**src/rtl/id_hazard_scheduler.sv**
```systemverilog
// -----------------------------------------------------------------------------
// id_hazard_scheduler
//
// Hazard controller that sits beside the ID stage of the 5-stage core. It keeps
// a shadow copy of the destination-register information of the instructions
// currently in EX, MEM and WB. It compares that copy with the source registers
// of the instruction in ID, and from the result it produces the stall and flush
// controls for the IF/ID and ID/EX pipeline registers.
//
// Hazards handled, in priority order:
//   1. Data-memory wait states (mem_busy): the whole pipeline holds.
//   2. A taken branch or jump resolved in EX: IF/ID and ID/EX are flushed.
//   3. A data hazard on an ID source register: a load-use hazard, or any
//      pending write when forwarding is absent. IF and ID hold, and a bubble
//      goes into EX.
//
// Parameters:
//   FWD_EN         1 = EX/MEM forwarding exists, so only a load-use stalls;
//                  0 = stall on any pending write in EX or MEM
//   RF_WRITE_FIRST 1 = the register file passes a same-cycle WB write to ID;
//                  0 = a match against the WB slot also stalls
//   CNT_WIDTH      width of each saturating performance counter
//
// Ports:
//   clk, rst_n                 core clock, asynchronous active-low reset
//   id_valid                   ID holds a real instruction
//   rs1_ID/rs2_ID              source registers of the ID instruction
//   rs1_used_ID/rs2_used_ID    the ID instruction really reads that source
//   rd_ID, reg_write_ID        destination of the ID instruction
//   result_sel_ID              result select; 2'b01 marks a load
//   pc_src_EX                  taken branch or jump resolved in EX
//   mem_busy                   data memory not ready
//   stall_IF, stall_ID         hold the PC and the IF/ID register
//   flush_ID, flush_EX         load a bubble into IF/ID and ID/EX
//   freeze_EX_MEM              hold ID/EX, EX/MEM and MEM/WB
//   load_use_cnt, flush_cnt    saturating event counters
//
// The control outputs are combinational so that they act in the same cycle as
// the hazard. Only the shadow slots and the counters are registered.
// -----------------------------------------------------------------------------
module id_hazard_scheduler #(
    parameter int FWD_EN         = 1,
    parameter int RF_WRITE_FIRST = 1,
    parameter int CNT_WIDTH      = 16
) (
    input  logic                 clk,
    input  logic                 rst_n,
    input  logic                 id_valid,
    input  logic [4:0]           rs1_ID,
    input  logic [4:0]           rs2_ID,
    input  logic                 rs1_used_ID,
    input  logic                 rs2_used_ID,
    input  logic [4:0]           rd_ID,
    input  logic                 reg_write_ID,
    input  logic [1:0]           result_sel_ID,
    input  logic                 pc_src_EX,
    input  logic                 mem_busy,
    output logic                 stall_IF,
    output logic                 stall_ID,
    output logic                 flush_ID,
    output logic                 flush_EX,
    output logic                 freeze_EX_MEM,
    output logic [CNT_WIDTH-1:0] load_use_cnt,
    output logic [CNT_WIDTH-1:0] flush_cnt
);

    // Shadow slot for the instruction in EX. The load flag only matters while
    // the producer sits in EX: one stage later, forwarding or the write-back
    // path covers it. For that reason MEM and WB keep only valid/rd/wr.
    typedef struct packed {
        logic       valid;
        logic [4:0] rd;
        logic       wr;
        logic       load;
    } ex_slot_t;

    typedef struct packed {
        logic       valid;
        logic [4:0] rd;
        logic       wr;
    } late_slot_t;

    localparam ex_slot_t   EX_EMPTY   = '{valid: 1'b0, rd: 5'd0, wr: 1'b0, load: 1'b0};
    localparam late_slot_t LATE_EMPTY = '{valid: 1'b0, rd: 5'd0, wr: 1'b0};
    localparam logic [1:0] RES_LOAD   = 2'b01;
    localparam logic [CNT_WIDTH-1:0] CNT_MAX  = {CNT_WIDTH{1'b1}};
    localparam logic [CNT_WIDTH-1:0] CNT_ZERO = {CNT_WIDTH{1'b0}};
    localparam logic [CNT_WIDTH-1:0] CNT_ONE  = {{(CNT_WIDTH-1){1'b0}}, 1'b1};

    ex_slot_t   ex_r;
    late_slot_t mem_r;
    late_slot_t wb_r;

    // Set one clock after reset is released. It keeps every control output low
    // during reset and on the first cycle after reset.
    logic init_done_r;

    logic rs1_ex_s,  rs2_ex_s;
    logic rs1_mem_s, rs2_mem_s;
    logic rs1_wb_s,  rs2_wb_s;
    logic raw_hazard_s;
    logic hazard_s;
    logic load_use_stall_s;

    // A source matches a slot only when the slot holds a real, writing
    // instruction whose destination is not x0.
    function automatic logic src_match(
        input logic       used,
        input logic [4:0] src,
        input logic       slot_valid,
        input logic       slot_wr,
        input logic [4:0] slot_rd
    );
        return used && slot_valid && slot_wr && (slot_rd != 5'd0) && (slot_rd == src);
    endfunction

    // Counter increment that sticks at all-ones instead of wrapping.
    function automatic logic [CNT_WIDTH-1:0] sat_inc(input logic [CNT_WIDTH-1:0] value);
        logic [CNT_WIDTH-1:0] result;
        if (value == CNT_MAX) begin
            result = value;
        end else begin
            result = value + CNT_ONE;
        end
        return result;
    endfunction

    // Compare the source registers of the ID instruction with the shadow slots.
    always_comb begin
        rs1_ex_s  = src_match(rs1_used_ID, rs1_ID, ex_r.valid,  ex_r.wr,  ex_r.rd);
        rs2_ex_s  = src_match(rs2_used_ID, rs2_ID, ex_r.valid,  ex_r.wr,  ex_r.rd);
        rs1_mem_s = src_match(rs1_used_ID, rs1_ID, mem_r.valid, mem_r.wr, mem_r.rd);
        rs2_mem_s = src_match(rs2_used_ID, rs2_ID, mem_r.valid, mem_r.wr, mem_r.rd);
        rs1_wb_s  = src_match(rs1_used_ID, rs1_ID, wb_r.valid,  wb_r.wr,  wb_r.rd);
        rs2_wb_s  = src_match(rs2_used_ID, rs2_ID, wb_r.valid,  wb_r.wr,  wb_r.rd);
    end

    // Build the hazard condition that fits the forwarding configuration.
    always_comb begin
        raw_hazard_s = 1'b0;
        if (FWD_EN != 0) begin
            // With forwarding, only a load still in EX cannot supply its result in time.
            raw_hazard_s = (rs1_ex_s || rs2_ex_s) && ex_r.load;
        end else begin
            raw_hazard_s = rs1_ex_s || rs2_ex_s || rs1_mem_s || rs2_mem_s;
        end
        if (RF_WRITE_FIRST == 0) begin
            raw_hazard_s = raw_hazard_s || rs1_wb_s || rs2_wb_s;
        end else begin
            raw_hazard_s = raw_hazard_s;
        end
        hazard_s = id_valid && raw_hazard_s;
    end

    // Choose the pipeline controls by priority: memory wait, then redirect,
    // then data hazard.
    always_comb begin
        stall_IF         = 1'b0;
        stall_ID         = 1'b0;
        flush_ID         = 1'b0;
        flush_EX         = 1'b0;
        freeze_EX_MEM    = 1'b0;
        load_use_stall_s = 1'b0;
        if (!init_done_r) begin
            stall_IF = 1'b0;
        end else if (mem_busy) begin
            // EX is frozen, so a pending redirect stays visible until the memory is ready.
            freeze_EX_MEM = 1'b1;
            stall_IF      = 1'b1;
            stall_ID      = 1'b1;
        end else if (pc_src_EX) begin
            // The ID instruction is being killed, so any hazard it has no longer matters.
            flush_ID = 1'b1;
            flush_EX = 1'b1;
        end else if (hazard_s) begin
            stall_IF         = 1'b1;
            stall_ID         = 1'b1;
            flush_EX         = 1'b1;
            load_use_stall_s = 1'b1;
        end else begin
            stall_IF = 1'b0;
        end
    end

    // Mark the first edge after reset, which enables the control outputs.
    always_ff @(posedge clk or negedge rst_n) begin
        if (!rst_n) begin
            init_done_r <= 1'b0;
        end else begin
            init_done_r <= 1'b1;
        end
    end

    // Advance the shadow pipeline together with the real one. A flushed slot
    // enters EX as a bubble.
    always_ff @(posedge clk or negedge rst_n) begin
        if (!rst_n) begin
            ex_r  <= EX_EMPTY;
            mem_r <= LATE_EMPTY;
            wb_r  <= LATE_EMPTY;
        end else if (freeze_EX_MEM) begin
            ex_r  <= ex_r;
            mem_r <= mem_r;
            wb_r  <= wb_r;
        end else begin
            wb_r       <= mem_r;
            mem_r      <= '{valid: ex_r.valid, rd: ex_r.rd, wr: ex_r.wr};
            ex_r.valid <= id_valid && !flush_EX;
            ex_r.rd    <= rd_ID;
            ex_r.wr    <= reg_write_ID;
            ex_r.load  <= (result_sel_ID == RES_LOAD);
        end
    end

    // Count load-use stall cycles and control-flush events, saturating at all-ones.
    always_ff @(posedge clk or negedge rst_n) begin
        if (!rst_n) begin
            load_use_cnt <= CNT_ZERO;
            flush_cnt    <= CNT_ZERO;
        end else begin
            if (load_use_stall_s) begin
                load_use_cnt <= sat_inc(load_use_cnt);
            end else begin
                load_use_cnt <= load_use_cnt;
            end
            if (flush_ID) begin
                flush_cnt <= sat_inc(flush_cnt);
            end else begin
                flush_cnt <= flush_cnt;
            end
        end
    end

endmodule
```
**config.mk**
```make
export PLATFORM = sky130hd
export DESIGN_NAME = id_hazard_scheduler
export DESIGN_NICKNAME = d
export VERILOG_FILES = /design/src/rtl/id_hazard_scheduler.sv
export SDC_FILE = /design/constraint.sdc
export NUM_CORES = 1
export LEC_CHECK = 0
export CORE_MARGIN = 2
export CORE_UTILIZATION = 25
export DETAILED_ROUTE_END_ITERATION = 8
export SLEW_MARGIN = 30
export SYNTH_ARGS = -nofsm -noshare
export SYNTH_HDL_FRONTEND = slang
export SYNTH_SLANG_ARGS = --single-unit
```
**constraint.sdc**
```tcl
create_clock -name clk -period 2.8 [get_ports clk]
set_input_delay 0.84 -clock clk [delete_from_list [all_inputs] [get_ports clk]]
set_output_delay 0.84 -clock clk [all_outputs]
set_load 0.02 [all_outputs]
```
# After elaboration in Yosys (flattened, before gate mapping)
# Index checks and enable logic that the tools add are counted.
[word_totals]
register_bits = 41
latch_bits = 0
mem_bits_rw = 0
romBits = 0
wordCells = 46
n_memories = 0
[classes]
addsub = 2
mul = 0
n_div = 0
order_cmp = 0
eq_ne = 5
n_shift = 0
n_mux = 14
bitwise_logic = 2
reduce_logical = 16
[ops]
columns = ["operator", "n"]
rows = [
  ["$add A16 B1 Y16 const B", 2],
  ["$eq A16 B16 Y1 const B", 2],
  ["$mux W1", 14],
  ["$logic_and A1 B1 Y1", 11],
  ["$eq A5 B5 Y1", 2],
  ["$reduce_bool A5 Y1", 1],
  ["$reduce_and A2 Y1", 2],
  ["$eq A2 B1 Y1 const B", 1],
  ["$not A1 Y1", 2],
  ["$logic_not A1 Y1", 1],
  ["$logic_or A1 B1 Y1", 1],
]

# Logic depth before layout (Yosys ltp)
[logic_depth]
word_depth = 13
mapped_depth = 7
mapped_depth_nobuf = 6

# Least setup slack after synthesis
# Ideal clock, no wire load.
[synth_timing]
path_type = "in2out"
startpoint = "in rs2_ID[0]"
endpoint = "out stall_IF"
t_arrival_ns = 1.973
required_ns = 1.960
setup_slack_ns = -0.013
cell_stages = 6
n_path_buf = 1
cell_sequence = "xnor2_1 > nand4_1 > o22ai_2 > and2_4 > a41o_1 > buf_4"
[synth_between]
elab_chain_len = 9
[synth_rtl]
columns = ["element", "line", "rtl"]
rows = [
  ["start, declared", "50", "input logic [4:0] rs2_ID,"],
  ["$eq A5 B5 Y1", "114", "return used && slot_valid && slot_wr && (slot_rd != 5'd0) && (slot_rd == src);"],
  ["$logic_and A1 B1 Y1", "114", ""],
  ["$logic_or A1 B1 Y1", "--", ""],
  ["$logic_and A1 B1 Y1", "143", "raw_hazard_s = (rs1_ex_s || rs2_ex_s) && ex_r.load;"],
  ["$logic_and A1 B1 Y1", "152", "hazard_s = id_valid && raw_hazard_s;"],
  ["$mux W1 (4 in series)", "--", ""],
  ["end, declared", "58", "output logic stall_IF,"],
]
# No other way between the ends.

# Worst setup path in the final report
[layout_timing]
startpoint = "in rs1_ID[2]"
endpoint = "out stall_ID"
[layout_between]
elab_chain_len = 9
[layout_rtl]
columns = ["element", "line", "rtl"]
rows = [
  ["start, declared", "49", "input logic [4:0] rs1_ID,"],
  ["$eq A5 B5 Y1", "114", ""],
  ["$logic_and A1 B1 Y1", "114", ""],
  ["$logic_or A1 B1 Y1", "--", ""],
  ["$logic_and A1 B1 Y1", "143", ""],
  ["$logic_and A1 B1 Y1", "152", ""],
  ["$mux W1", "175", "end else if (hazard_s) begin"],
  ["$mux W1", "171", "end else if (pc_src_EX) begin"],
  ["$mux W1", "166", "end else if (mem_busy) begin"],
  ["$mux W1", "164", "if (!init_done_r) begin"],
  ["end, declared", "59", "output logic stall_ID,"],
]
# No other way between the ends.

==> metrics.txt <==
source of the critical timing path=rs1_ID[2]; DIE AREA=0.009179 mm²; type of origin of the critical path=input pin; Synth Warn #=0; count of antenna diodes in the layout=0; clock sinks=between 40 and 50; Most used DFF post-synth=sky130_fd_sc_hd__dfrtp_1; via count of the first global-routing pass=approximately 1.7k; largest fanout of any net on the critical path=3; CTS Hold Buffers Added=0; class of the worst hold path=in -> async; register-to-register path setup slack=roughly 160 ps; Detail Placement HPWL=around 3900 µm; Critical Path Sink Type=output pin; maximum VDD drop=466.7 µV; part of the total power dissipated in sequential elements=a little under half; violations in the final reports=negative setup slack; average routed wire per standard cell=13.40 µm; worst-skew pair later-pin latency=280 ps; number of rows in the core area=33; clock root buffer=sky130_fd_sc_hd__clkbuf_8; Final Instance Count excl. Fillers=a little under 400; Worst path slowest cell=sky130_fd_sc_hd__a41o_4; cell area after synthesis=about 0.0021 mm²; via density per instance=4.547; io pins=62; clock tree from TritonCTS=done; cell area power density=roughly 470 mW/mm²; last weighted congestion value of the routability-driven placer=roughly 0.8; Place WS=-792.7 ps; largest area contributor in the synthesized netlist=sky130_fd_sc_hd__dfrtp_1; required time of the critical path=slightly below 2000 ps; Setup Crit Path Kind=in -> out; portion of total power attributed to the clock network=33.4%; number of buffers between clock root and the deepest sink=2; setup-violating endpoint count in the final report=2; remaining global-route overflow=0; Largest stage delay, worst path=~200 ps; critical path, cell by cell=clkdlybuf4s15_1 > xnor2_1 > nand4_1 > o22ai_2 > and2_4 > a41o_4 > buf_6; depth of the worst register-to-register path=14; synth-to-layout area growth=48.04%; fraction of power spent switching nets=25.88%; final number of hold-violating endpoints=0; instance count after placement with tap cells included=roughly 370; Logic pwr share=20.2%; Die Wd=~96 µm; # port buffers=slightly above 60; GRT Overall Usage=11.40%; largest cells by area after synthesis=sky130_fd_sc_hd__dfrtp_1 (49%), sky130_fd_sc_hd__xnor2_1 (14%), sky130_fd_sc_hd__and3_1 (5.3%); Syn Nets=~220; Synth async-reset ratio=100.0%; cell leakage power=1.403 nW; final net count=between 300 and 400; critical path arrival=between 1500 and 2000 ps; total CTS buffers=5; worst reg2reg path startpoint=ex_r[6]; total routed wirelength=a little over 5000 µm; antenna-violating nets left=0; mean post-synth cell area=between 10 and 15 µm²; number of library cell types mapped by synthesis=34; total via count after detailed routing=1755; proportion of synthesized chip area in sequential cells=48.69%; most common cell in the synthesized netlist=sky130_fd_sc_hd__dfrtp_1; Die Y=approximately 96 µm; RSZ-0062 raised after global routing=true; number of pins exceeding their max-slew limit in the final report=0; total net switching power=around 0.38 mW; wire length of the first global-routing pass=~8300 µm; Core ar.=0.008175 mm²; reg-to-reg endpoint=load_use_cnt[15]; Pint=around 1.1 mW; total number of H-tree levels=2; number of storage elements in the synthesis netlist=just over 40; list of most frequent post-synthesis cells=sky130_fd_sc_hd__dfrtp_1 (41), sky130_fd_sc_hd__xnor2_1 (34), sky130_fd_sc_hd__and3_1 (18), sky130_fd_sc_hd__nand3_1 (18), sky130_fd_sc_hd__nand4_1 (15); share of post-route cells with drive strength above 1=22.78%; number of flops mapped to enable cells by yosys=0; top achievable clock speed=~360 MHz; min Tclk post-route=approximately 2800 ps; clock transition at the register clock pins on the worst setup and hold paths after CTS=approximately 80 ps; Initial Util=25.77%; critical path capture point=stall_ID; number of max-capacitance violations reported=0; antenna violations before repair=0; post-synth top area share=~49%; synthesized netlist cell count=~190; largest clock skew in the final design=roughly 7.4 ps; drt pass-1 iters=4; portion of the clock cycle consumed by the worst path in the final layout=100.2%; worst path setup slack after routing=-4.673 ps; maximum number of pins on one net before global-route repair=20; total DRC errors in the routed layout=0; first-iteration detailed-routing DRC count=28; outcome=finished with violations
critical path, delay by kind of cell:
kind | cells | cell delay (ps)
compound gates | 2 | 360
simple gates | 2 | 340
buf+inv | 2 | 290
xor+xnor | 1 | 140
state kept, by name (all words and copies together) (netlist names):
| register | cells |
|---|---|
| ex_r | 8 |
| flush_cnt | 16 |
| init_done_r | 1 |
| load_use_cnt | 16 |
area by class of cell:
| class | count | area, µm² |
|---|---|---|
| clock inverters | 1 | 30.03 |
| inverters | 5 | 18.77 |
| well taps | 105 | 131.4 |
| flip-flops and latches | 41 | 1026 |
| multi-input cells | 139 | 1054 |
| repair buffers | 88 | 773.2 |
| clock buffers | 7 | 86.33 |
| fillers | 800 | 5056 |
logic make-up after synthesis:
kind of cell | synth area share, %
XOR/XNOR | 16.63
adder cells (fa/ha/maj) | 1.187
flip-flops | 48.69
AO/OA/AOI/OAI | 4.335
other | 0.1780
multiplexers | 4.276
AND/OR/NAND/NOR | 22.09
buffers and inverters | 2.613
worst min path at each step:
| stage | slack [ps] | from | end | cells after the start |
|---|---|---|---|---|
| floorplan | 470 | ex_r[0] | ex_r[0] | 2 |
| global placement | 470 | flush_cnt[13] | flush_cnt[13] | 1 |
| detailed placement | 490 | load_use_cnt[10] | load_use_cnt[10] | 1 |
| CTS | 340 | rst_n | load_use_cnt[3] | 1 |
| global route | 340 | rst_n | load_use_cnt[3] | 1 |
| finish | 350 | rst_n | load_use_cnt[0] | 1 |
power by group through the flow:
stage                     Sequential (mW)  Combinational, mW  Clock, mW
after global routing                0.690              0.320      0.539
after floorplan                     0.729             0.0958          0
after CTS                           0.683              0.293      0.511
final                               0.683              0.297      0.491
after detailed placement            0.693              0.297          0
after global placement              0.694              0.293          0
layout by cell type, fill, tap and decap left out, types with 2 or more instances in the layout:
master	n
sky130_fd_sc_hd__o21a_1	3
sky130_fd_sc_hd__mux2_2	8
sky130_fd_sc_hd__buf_6	3
sky130_fd_sc_hd__and4_1	3
sky130_fd_sc_hd__xor2_1	6
sky130_fd_sc_hd__o21ai_0	2
sky130_fd_sc_hd__buf_4	27
sky130_fd_sc_hd__buf_2	7
sky130_fd_sc_hd__nand4_1	15
sky130_fd_sc_hd__nor2_1	3
sky130_fd_sc_hd__clkbuf_8	6
sky130_fd_sc_hd__dlygate4sd2_1	3
sky130_fd_sc_hd__clkdlybuf4s15_1	4
sky130_fd_sc_hd__clkdlybuf4s50_1	43
sky130_fd_sc_hd__nand3_1	18
sky130_fd_sc_hd__nand2_1	9
sky130_fd_sc_hd__ha_1	2
sky130_fd_sc_hd__and3_1	18
sky130_fd_sc_hd__inv_1	5
sky130_fd_sc_hd__xnor2_1	33
sky130_fd_sc_hd__dfrtp_1	41
through the flow:
stage | power [mW] | util (%) | instance area (µm²) | hold WS, ps | setup TNS, ps
final | 1.471 | 38.15 | 3119 | 351.2 | -7.661
after global routing | 1.550 | 38.15 | 3119 | 337.1 | -200.4
after CTS | 1.488 | 37.88 | 3097 | 341.3 | 0
after detailed placement | 0.9896 | 36.13 | 2954 | 486.8 | -2900
after global placement | 0.9873 | 36.13 | 2954 | 473.7 | -2841
after floorplan | 0.8250 | - | 2118 | 465.6 | 0
routing by layer:
layer | track usage [%] | routed length (µm) | up-vias
li1 | - | - | 869
met1 | 14.38 | 2281 | 854
met2 | 19.64 | 2708 | 28
met3 | 2.584 | 149 | 4
met4 | 2.976 | 34 | 0
met5 | 0 | 0 | -
repair_timing:
action                                  in CTS  in global routing
setup buffers                                7                  3
endpoints found under the setup margin       5                  5
resized for setup                           54                  4
endpoints found under the hold margin        0                  0
pin swaps                                   17                 12
Note: power is estimated with default switching activity, not from simulation.
